## config.mk

```make
export PLATFORM = sky130hd
export DESIGN_NAME = mips_mc_controller
export DESIGN_NICKNAME = d
export VERILOG_FILES = /design/src/rtl/mips_ctrl_pkg.sv /design/src/rtl/mips_alu_funct_decode.sv /design/src/rtl/mips_mc_controller.sv
export SDC_FILE = /design/constraint.sdc
export NUM_CORES = 1
export LEC_CHECK = 0
export BUFFER_PORTS_ARGS = -buffer_cell sky130_fd_sc_hd__buf_4
export CORE_AREA = 4 4 41 43
export DETAILED_ROUTE_END_ITERATION = 12
export DIE_AREA = 0 0 45 47
export PLACE_DENSITY_LB_ADDON = 0.08
export SLEW_MARGIN = 10
export SYNTH_ARGS = -nofsm -noshare
export SYNTH_HDL_FRONTEND = slang
export SYNTH_SLANG_ARGS = --single-unit
```

## constraint.sdc

```tcl
create_clock -name Clk -period 2.1 [get_ports Clk]
set_clock_uncertainty 0.2 [all_clocks]
set_input_delay 0.42 -clock Clk [delete_from_list [all_inputs] [get_ports Clk]]
set_output_delay 0.42 -clock Clk [all_outputs]
set_load 0.01 [all_outputs]
```

## src/rtl/mips_ctrl_pkg.sv

```systemverilog
// Shared encodings for the multicycle MIPS controller: FSM states, opcodes,
// R-type funct codes and ALU operation codes.
package mips_ctrl_pkg;

    typedef enum logic [3:0] {
        FETCH,
        DECODE,
        MEMADR,
        MEMRD,
        MEMWB,
        MEMWR,
        EXEC,
        ALUWB,
        BRANCH,
        INTACK
    } state_t;

    localparam logic [5:0] OP_RTYPE = 6'b000000;
    localparam logic [5:0] OP_LW    = 6'b100011;
    localparam logic [5:0] OP_SW    = 6'b101011;
    localparam logic [5:0] OP_BEQ   = 6'b000100;

    localparam logic [5:0] F_ADD = 6'b100000;
    localparam logic [5:0] F_SUB = 6'b100010;
    localparam logic [5:0] F_AND = 6'b100100;
    localparam logic [5:0] F_OR  = 6'b100101;

    localparam logic [1:0] ALU_ADD = 2'b00;
    localparam logic [1:0] ALU_SUB = 2'b01;
    localparam logic [1:0] ALU_AND = 2'b10;
    localparam logic [1:0] ALU_OR  = 2'b11;

endpackage

```

## src/rtl/mips_alu_funct_decode.sv

```systemverilog
// Maps an R-type funct field to an ALU operation; valid is low for
// unsupported funct codes so DECODE can treat them as no-ops.
module mips_alu_funct_decode
    import mips_ctrl_pkg::*;
(
    input  logic [5:0] funct,
    output logic [1:0] alu_ctrl,
    output logic       valid
);

    always_comb begin
        alu_ctrl = ALU_ADD;
        valid    = 1'b1;
        case (funct)
            F_ADD:   alu_ctrl = ALU_ADD;
            F_SUB:   alu_ctrl = ALU_SUB;
            F_AND:   alu_ctrl = ALU_AND;
            F_OR:    alu_ctrl = ALU_OR;
            default: valid    = 1'b0;
        endcase
    end

endmodule

```

## src/rtl/mips_mc_controller.sv

```systemverilog
// Moore control FSM for a multicycle MIPS datapath with interrupt acknowledge
// at instruction boundaries; outputs are a combinational decode of state.
module mips_mc_controller
    import mips_ctrl_pkg::*;
(
    input  logic       Clk,
    input  logic       Rst_n,
    input  logic [5:0] Op,
    input  logic [5:0] funct,
    input  logic       INT,
    input  logic       NMI,
    input  logic       INTD,
    output logic       isBranch,
    output logic       PCWrite,
    output logic       lorD,
    output logic       MemWrite,
    output logic       MemtoReg,
    output logic       IRWrite,
    output logic       INA,
    output logic [1:0] aluControl,
    output logic [1:0] ALUSrcB,
    output logic       PCSource,
    output logic       ALUSrcA,
    output logic       RegWrite,
    output logic       RegDst,
    output logic       isInterrupted
);

    state_t     state;
    logic       irq_pending;
    logic [1:0] funct_alu;
    logic       funct_ok;

    assign irq_pending = NMI | (INT & ~INTD);

    mips_alu_funct_decode u_funct_decode (
        .funct    (funct),
        .alu_ctrl (funct_alu),
        .valid    (funct_ok)
    );

    always_ff @(posedge Clk or negedge Rst_n) begin
        if (!Rst_n) begin
            state <= FETCH;
        end else begin
            case (state)
                FETCH:   state <= irq_pending ? INTACK : DECODE;
                DECODE: begin
                    if (Op == OP_RTYPE && funct_ok)       state <= EXEC;
                    else if (Op == OP_LW || Op == OP_SW)  state <= MEMADR;
                    else if (Op == OP_BEQ)                state <= BRANCH;
                    else                                  state <= FETCH;
                end
                MEMADR:  state <= (Op == OP_SW) ? MEMWR : ((Op == OP_LW) ? MEMRD : FETCH);
                MEMRD:   state <= MEMWB;
                EXEC:    state <= ALUWB;
                default: state <= FETCH;
            endcase
        end
    end

    // A pending interrupt blanks FETCH so neither PC nor IR moves before INTACK.
    always_comb begin
        isBranch      = 1'b0;
        PCWrite       = 1'b0;
        lorD          = 1'b0;
        MemWrite      = 1'b0;
        MemtoReg      = 1'b0;
        IRWrite       = 1'b0;
        INA           = 1'b0;
        aluControl    = ALU_ADD;
        ALUSrcB       = 2'b00;
        PCSource      = 1'b0;
        ALUSrcA       = 1'b0;
        RegWrite      = 1'b0;
        RegDst        = 1'b0;
        isInterrupted = 1'b0;
        if (Rst_n) begin
            case (state)
                FETCH: begin
                    if (!irq_pending) begin
                        IRWrite = 1'b1;
                        PCWrite = 1'b1;
                        ALUSrcB = 2'b01;
                    end
                end
                DECODE:  ALUSrcB = 2'b11;
                MEMADR: begin
                    ALUSrcA = 1'b1;
                    ALUSrcB = 2'b10;
                end
                MEMRD:   lorD = 1'b1;
                MEMWB: begin
                    RegWrite = 1'b1;
                    MemtoReg = 1'b1;
                end
                MEMWR: begin
                    lorD     = 1'b1;
                    MemWrite = 1'b1;
                end
                EXEC: begin
                    ALUSrcA    = 1'b1;
                    aluControl = funct_alu;
                end
                ALUWB: begin
                    RegWrite = 1'b1;
                    RegDst   = 1'b1;
                end
                BRANCH: begin
                    ALUSrcA    = 1'b1;
                    aluControl = ALU_SUB;
                    PCSource   = 1'b1;
                    isBranch   = 1'b1;
                end
                INTACK: begin
                    INA           = 1'b1;
                    isInterrupted = 1'b1;
                    PCWrite       = 1'b1;
                end
                default: ;
            endcase
        end
    end

endmodule

```

* Yosys cells after proc, flatten, opt, wreduce, memory -nomap -nowiden
Cells that the tools add are included.
** Cells by class
- Equality and inequality tests :: 16
- Mux-type cells :: 35
- Bitwise gates (word level) :: 3
- Reductions and logical operators :: 8
** Operator list (number)
- $eq A6 B6 Y1 const B :: 6
- $mux W1 :: 22
- $pmux W4 S5 :: 1
- $eq A4 B3 Y1 const B :: 4
- $mux W4 :: 4
- $pmux W2 S3 :: 2
- $eq A4 B2 Y1 const B :: 2
- $eq A4 B4 Y1 const B :: 2
- $eq A6 B3 Y1 const B :: 1
- $logic_not A6 Y1 :: 1
- $mux W2 :: 3
- $eq A4 B1 Y1 const B :: 1
- $logic_not A4 Y1 :: 1
- $pmux W2 S2 :: 1
- $reduce_or A2 Y1 :: 2
- $reduce_or A4 Y1 :: 1
- $mux W3 :: 1
- $reduce_or A3 Y1 :: 1
- $pmux W1 S2 :: 1
- $and A1 B1 Y1 :: 1
- $logic_and A1 B1 Y1 :: 1
- $logic_or A1 B1 Y1 :: 1
- $not A1 Y1 :: 1
- $or A1 B1 Y1 :: 1
** Word-level totals
- Register bits :: 4
- Input bits :: 17
- Output and inout bits :: 16
- Word-level logic and storage cells :: 63

* Depth between registers and ports, before layout
Gate-level depths: netlist of the first run.
- Depth in word-level cells :: 6
- Depth in mapped cells :: 5
- Depth with buffers taken out :: 4

* Hierarchy
A second synthesis of the first run with hierarchy kept.
** Unflattened totals
- Cell total of the unflattened synthesis :: 71
- Area total of the unflattened synthesis :: 484.2 sq um
** Modules (own cells, without submodules)
- mips_mc_controller :: times used 1, cells an instance 64, area an instance 420.4 sq um, sequential area each 100.1 sq um
- mips_alu_funct_decode :: times used 1, cells an instance 7, area an instance 63.8 sq um, sequential area each 0.0 sq um

* Least setup slack after synthesis of the first run
OpenSTA, ideal clock, no wires.
- Kind :: reg-to-output
- Start point :: register state[3]
- End point :: output port PCWrite
- Data arrival time :: 1.436 ns
- Data required time :: 1.480 ns
- Slack :: 0.044 ns
- Stages on the path, launching flop included :: 5
- Path buffers :: 0
- Cells stage by stage :: dfrtp_1 -> nor2b_1 -> nand2_1 -> nor4b_1 -> or2_1
** On the way
- Cells in the longest elaborated chain, start to end :: 3
- Elaborated cells on any way between the ends :: 4
- Classes of those cells :: eq/ne: 1; mux: 2; reduce/logical: 1
** RTL lines
- from (decl) :: RTL line mips_mc_controller.sv:29 : state_t state;
- from (signal assigned) :: RTL line mips_mc_controller.sv:47 : FETCH: state <= irq_pending ? INTACK : DECODE;
- from (signal assigned) :: RTL line mips_mc_controller.sv:54 : MEMADR: state <= (Op == OP_SW) ? MEMWR : ((Op == OP_LW) ? MEMRD : FETCH);
- $eq A4 B4 Y1 or $logic_not A4 Y1 (tied branches) :: RTL line mips_mc_controller.sv:79 : case (state)
- $pmux W1 S2 * :: RTL line mips_mc_controller.sv:79
- $mux W1 * :: RTL line mips_mc_controller.sv:78 : if (Rst_n) begin
- to (decl) :: RTL line mips_mc_controller.sv:14 : output logic PCWrite,
Every way passes the cells marked *; elsewhere a longest branch is shown, timed or not.

* Final worst setup path of the first run
- Start point :: register state[0]
- End point :: output port aluControl[1]
** On the way
- Cells in the longest elaborated chain, start to end :: 3
- Elaborated cells on any way between the ends :: 4
- Classes of those cells :: eq/ne: 2; mux: 2
** RTL lines
- $eq A4 B4 Y1 or $eq A4 B3 Y1 (tied branches) :: RTL line mips_mc_controller.sv:79
- $pmux W2 S2 * :: RTL line mips_mc_controller.sv:79
- $mux W2 * :: RTL line mips_mc_controller.sv:78
- to (decl) :: RTL line mips_mc_controller.sv:20 : output logic [1:0] aluControl,
Marks and branches as above.

==> results of run 1 <==
-- cell type report --
| type | instances | area (um2) |
|---|---|---|
| well taps | 15 | 18.8 |
| repair buffers | 43 | 325 |
| clock buffers | 3 | 22.5 |
| fillers | 119 | 468 |
| multi-input cells | 52 | 347 |
| flip-flops and latches | 4 | 101 |
| inverters | 5 | 18.8 |
-- where the power goes --
| group | switching [W] | leakage (nW) | internal [W] |
|---|---|---|---|
| sequential | 0.00000211 | 0.0550 | 0.0000794 |
| combinational | 0.0000365 | 0.336 | 0.0000501 |
| clock | 0.0000328 | 0.0138 | 0.0000640 |
| total | 0.0000714 | 0.405 | 0.000194 |
-- cells in the final DEF, fill, tap and decap left out, drive strengths merged --
master / synthesis / routed
buf: 5 / 42
nor2: 9 / 9
a21oi: 6 / 6
inv: 5 / 5
nand2: 4 / 4
nor3: 4 / 4
dfrtp: 4 / 4
clkbuf: 0 / 3
nand2b: 3 / 3
nor3b: 3 / 3
nor4b: 2 / 2
o21ai: 2 / 2
nor4: 2 / 2
nor2b: 2 / 2
or4: 1 / 1
a31oi: 1 / 1
nand3: 1 / 1
nand4: 1 / 1
o22ai: 1 / 1
or3b: 1 / 1
mux2: 1 / 1
or4b: 1 / 1
nand4b: 1 / 1
o211ai: 1 / 1
a2111oi: 1 / 1
o2111ai: 1 / 1
xor2: 1 / 1
and3: 1 / 1
or2: 1 / 1
dlygate4sd3: 0 / 1
-- kinds of logic (layout without fill, tap and decap cells) --
kind of cell           count (synthesis)  in the layout
AO/OA/AOI/OAI                         13             13
XOR/XNOR                               1              1
buffers and inverters                 10             51
flip-flops                             4              4
multiplexers                           1              1
AND/OR/NAND/NOR                       37             37
-- routing by layer --
metal  up-vias  track usage
li1        321            -
met1       279        0.156
met2        33        0.277
met3         2       0.0421
met4         0        0.117
met5         -            0
-- stage by stage --
step                total power [W]  instances  area [um2]
global placement           0.000159        115         749
finish                     0.000265        122         833
global route               0.000284        122         833
detailed placement         0.000161        115         749
CTS                        0.000265        119         796
floorplan                  0.000112         66         480
-- path summary, 6_finish.rpt --
path,endpoint,cells after the start,from
max in group asynchronous,state[0]$_DFF_PN0_,3,Rst_n
max,aluControl[1],4,state[0]$_DFF_PN0_
min reg2reg,state[3]$_DFF_PN0_,2,state[3]$_DFF_PN0_
max reg2reg,state[1]$_DFF_PN0_,5,state[0]$_DFF_PN0_
min,state[2]$_DFF_PN0_,3,Op[3]
min in group asynchronous,state[3]$_DFF_PN0_,3,Rst_n
-- worst max-delay path: stages, from the launching register on --
cell     delay, ns
dfrtp_2       0.45
nor4b_2       0.24
nand4_1       0.18
nor3b_2       0.18
buf_4         0.14
-- repair_timing --
item,in CTS,in global routing
buffers inserted,0,3
resized for setup,3,5
setup endpoints to repair,2,2
endpoints found under the hold margin,4,0
hold buffers,1,0
pin swaps,0,2
==> impl_metrics.csv, run 1 <==
group,metric,value,unit
grt,grt_overflow,0,
grt,antenna_found_initial,0,
clocking,clk_latency,0.24,ns
finish,reg_top3,"state x4",
finish,syn2layout_area_growth,73.4,%
run_status,run_status,"finished clean",
logic_synthesis,yosys-mux-area-fraction,0.0234,
timing,hold_viol,0,
timing,fin_crit_sh,0.972,
detailed_routing,drt_iter0_markers,10,
detailed_routing,viasPerCell,5.20,
detailed_routing,route.met3.wl,190,um
placement,place_congestion,0.785,
placement,dp_hpwl,1220,um
power_and_ir_drop,power.static_leakage,0.405,nW
finish,final_core_util,0.640,
critical_path,critPathLaunchType,"flip-flop",
critical_path,critPathKind,"flip-flop to primary output",
critical_path,cp_max_fo,6,
floorplan,die_width,45,um
logic_synthesis,synthSimpleGateAreaFrac,0.461,
detailed_routing,drtPass1Iterations,4,
logic_synthesis,yosys.area.top_type,"dfrtp_1",
grt,grt_usage,0.156,
floorplan,chipHeight,47,um
timing,tns,0,ns
finish,insertedDiodeCount,0,
critical_path,worst_ep_required_time,1.48,ns
finish,fin_nets,126,
logic_synthesis,yosysMostFrequentCell,"nor2_1",
floorplan,ioPinCount,33,
run,drv_cap,0,
floorplan,placement_rows,13,
logic_synthesis,synth_common_cells,"nor2_1, a21oi_1",
finish,drive_above_1_share,0.561,
clocking,root_buffer,"clkbuf_4",
logic_synthesis,syn-cell-area,480,um2
detailed_routing,remaining_drc_errors,0,
detailed_routing,vias,635,
timing,fmax,490,MHz
clocking,clk_path_buf_depth,2,
critical_path,worstPathArrival,1.42,ns
logic_synthesis,avgSynthCellArea,7.28,um2
timing,finalSetupViolations,0,
clocking,clock-sinks,4,
timing,maxSlewHeadroom,0.781,
placement,numPortBuffers,32,
detailed_routing,highest_layer,"met4",
timing,fin_hold_ws,0.287,ns
detailed_routing,met2_wirelength,789,um
grt,grt_max_degree,13,
logic_synthesis,synth_xor_area_frac,0.0182,
power_and_ir_drop,peakVddDrop,0.000332,V
grt,grt_pass1_vias,604,
critical_path,cp-end-kind,"primary output",
logic_synthesis,synthFlopType,"dfrtp_1",
logic_synthesis,synth-warning-count,0,
logic_synthesis,synthCells,66,
critical_path,r2r_slack,0.44,ns
logic_synthesis,async_flop_share,1.00,
detailed_routing,met1_length,570,um
logic_synthesis,synth_top_family_by_area,"simple AND/OR/NAND/NOR gates",
floorplan,die_area,2120,um2
finish,regMostFlops,"state",
clocking,tritoncts,"yes",
logic_synthesis,yosysSeqAreaShare,0.208,
worst_hold_path,hp-class,"input pin to flip-flop",
clocking,numCtsBuffers,3,
floorplan,initial_core_util,0.369,
clocking,path_clk_slew,0.04,ns
timing,fin_ws,0.0590,ns
detailed_routing,routed_wirelength,1570,um
logic_synthesis,ys_ff_latch,4,
timing,worst_pin_slew,0.320,ns
detailed_routing,wire_per_inst,12.9,um
logic_synthesis,synth.area.top_cells,"dfrtp_1, nor2_1, a21oi_1",
logic_synthesis,synth_edf_count,0,
logic_synthesis,synth_fa_ha_area_frac,0,
grt,grt_pass1_wl,2370,um
floorplan,coreArea,1300,um2
timing,final.min_clock_period,2.04,ns
placement,post-place-ws,0.0726,ns
logic_synthesis,synth_cell_type_count,32,
detailed_routing,postRouteAntennaNets,0,
timing,timing.final.max_slew_violations,0,
clocking,cts.htree.levels,1,
logic_synthesis,synth_compound_area_frac,0.161,
power_and_ir_drop,power_density,318,nW/um2
logic_synthesis,netlist.area_leader.share,0.208,
finish,largest_reg_flops,4,
logic_synthesis,syn_nets,83,
Power figures use the tool's default switching activity.
==> inputs of run 2 (changes only) <==
CORE_AREA = 2 2 39 41   (was 4 4 41 43)
DIE_AREA = 0 0 41 43   (was 0 0 45 47)
PLACE_DENSITY_LB_ADDON = 0.2   (was 0.08)
==> impl_metrics.csv, run 2 (synthesis gave the netlist of run 1 again) <==
group,metric,value,unit
power_and_ir_drop,internal_power,0.000195,W
finish,final_core_util,0.626,
clocking,path_clk_slew,0.04,ns
floorplan,die_width,41,um
finish,insertedDiodeCount,0,
clocking,root_buffer,"clkbuf_4",
critical_path,startpoint,"state[1]$_DFF_PN0_",
critical_path,critPathKind,"flip-flop to primary output",
power_and_ir_drop,p_seq_frac,0.303,
power_and_ir_drop,peakVddDrop,0.000265,V
timing,finalSetupViolations,0,
detailed_routing,postRouteAntennaNets,0,
critical_path,cp-end-kind,"primary output",
clocking,cts.htree.levels,1,
floorplan,ioPinCount,33,
timing,maxSlewHeadroom,0.779,
timing,worst_pin_slew,0.324,ns
power_and_ir_drop,power.static_leakage,0.425,nW
floorplan,chipHeight,43,um
clocking,numCtsBuffers,3,
detailed_routing,viasPerCell,5.28,
placement,numPortBuffers,32,
floorplan,die_area,1760,um2
finish,fin_nets,127,
detailed_routing,drtPass1Iterations,4,
placement,place_congestion,0.726,
finish,drive_above_1_share,0.565,
timing,fin_crit_sh,0.965,
grt,grt_pass1_vias,595,
run_status,run_status,"finished clean",
critical_path,worst_ep_required_time,1.48,ns
grt,grt_max_degree,10,
detailed_routing,remaining_drc_errors,0,
run,drv_cap,0,
worst_hold_path,hp-class,"input pin to flip-flop",
timing,final.min_clock_period,2.03,ns
finish,syn2layout_area_growth,80.2,%
power_and_ir_drop,comb_power_share,0.336,
detailed_routing,wire_per_inst,12.8,um
grt,antenna_found_initial,0,
floorplan,initial_core_util,0.347,
power_and_ir_drop,p_sw_frac,0.277,
worst_hold_path,min_to,"state[2]$_DFF_PN0_",
timing,timing.final.max_slew_violations,0,
detailed_routing,drt_iter0_markers,7,
finish,final_common_cell,"buf_4",
clocking,clk_path_buf_depth,2,
floorplan,placement_rows,14,
finish,reg_top3,"state x4",
worst_hold_path,worstHoldStart,"Op[3]",
detailed_routing,routed_wirelength,1590,um
power_and_ir_drop,power_density,312,nW/um2
critical_path,cp_max_fo,7,
grt,grt_overflow,0,
critical_path,timing.rr.end,"state[1]$_DFF_PN0_",
floorplan,coreArea,1380,um2
clocking,clock-sinks,4,
timing,fmax,494,MHz
critical_path,critPathLaunchType,"flip-flop",
worst_hold_path,whs_path_depth,3,
power_and_ir_drop,power_switching,0.0000748,W
detailed_routing,vias,655,
timing,hold_viol,0,
finish,regMostFlops,"state",
clocking,tritoncts,"yes",
critical_path,worst-r2r-cell-count,6,
grt,grt_usage,0.199,
clocking,clk_latency,0.24,ns
finish,largest_reg_flops,4,
timing,tns,0,ns
placement,place_area,751,um2
timing,fin_hold_ws,0.290,ns
critical_path,worstPathArrival,1.41,ns
grt,grt_pass1_wl,2420,um
finish,stdcell_area,866,um2
power_and_ir_drop,clkPwrFrac,0.361,
placement,dp_hpwl,1140,um
finish,mostFrequentLayoutCells,"buf_4, nor2_1, a21oi_1",
critical_path,r2r_slack,0.32,ns
critical_path,worst_r2r_startpoint,"state[0]$_DFF_PN0_",
[run 2: critical path, stage by stage, from the launching register on]
cell,delay (ns)
dfrtp_1,0.42
buf_6,0.16
buf_4,0.13
xor2_1,0.15
and3_1,0.18
buf_4,0.14
[run 2: how the worst max path moves through the flow]
| stage | end | slack (ns) | cells past startpoint |
|---|---|---|---|
| CTS | aluControl[1] | 0.02 | 4 |
| finish | lorD | 0.07 | 5 |
| global route | ALUSrcA | -0.02 | 5 |
| floorplan | PCWrite | 0.04 | 4 |
| global placement | aluControl[1] | 0.07 | 5 |
| detailed placement | aluControl[1] | 0.08 | 5 |
[run 2: layout make-up]
| type | count | area, um2 |
|---|---|---|
| tap | 16 | 20.0 |
| fill | 139 | 518 |
| clock buffer | 3 | 22.5 |
| inverter | 5 | 18.8 |
| sequential | 4 | 101 |
| timing repair buffer | 44 | 337 |
| multi-input combinational | 52 | 367 |
[run 2: power by group through the flow]
stage	clock, W	combinational, W	sequential [W]
floorplan	0	0.0000307	0.0000818
finish	0.0000974	0.0000905	0.0000819
detailed placement	0	0.0000775	0.0000823
global placement	0	0.0000764	0.0000822
CTS	0.000101	0.0000814	0.0000816
global route	0.000108	0.0000991	0.0000819
[run 2: repair_timing]
| action | CTS | global route |
|---|---|---|
| setup endpoints to repair | 2 | 3 |
| gates resized for setup | 3 | 8 |
| buffers inserted | 0 | 4 |
| pin swaps | 0 | 5 |
| endpoints found under the hold margin | 4 | 0 |
| hold buffers | 1 | 0 |
[run 2: routing by layer]
metal  track usage  vias up  wire [um]
li1              -      322          -
met1         0.223      305        651
met2         0.347       25        803
met3        0.0314        3        109
met4        0.0800        0         22
met5             0        -          0
[run 2: through the flow]
stage | worst slack, ns | instances | total power (W)
2_1_floorplan | 0.0439 | 66 | 0.000112
6_report | 0.0741 | 124 | 0.000270
3_3_place_gp | 0.0674 | 116 | 0.000159
5_1_grt | -0.0227 | 124 | 0.000289
3_5_place_dp | 0.0821 | 116 | 0.000160
4_1_cts | 0.0192 | 120 | 0.000264
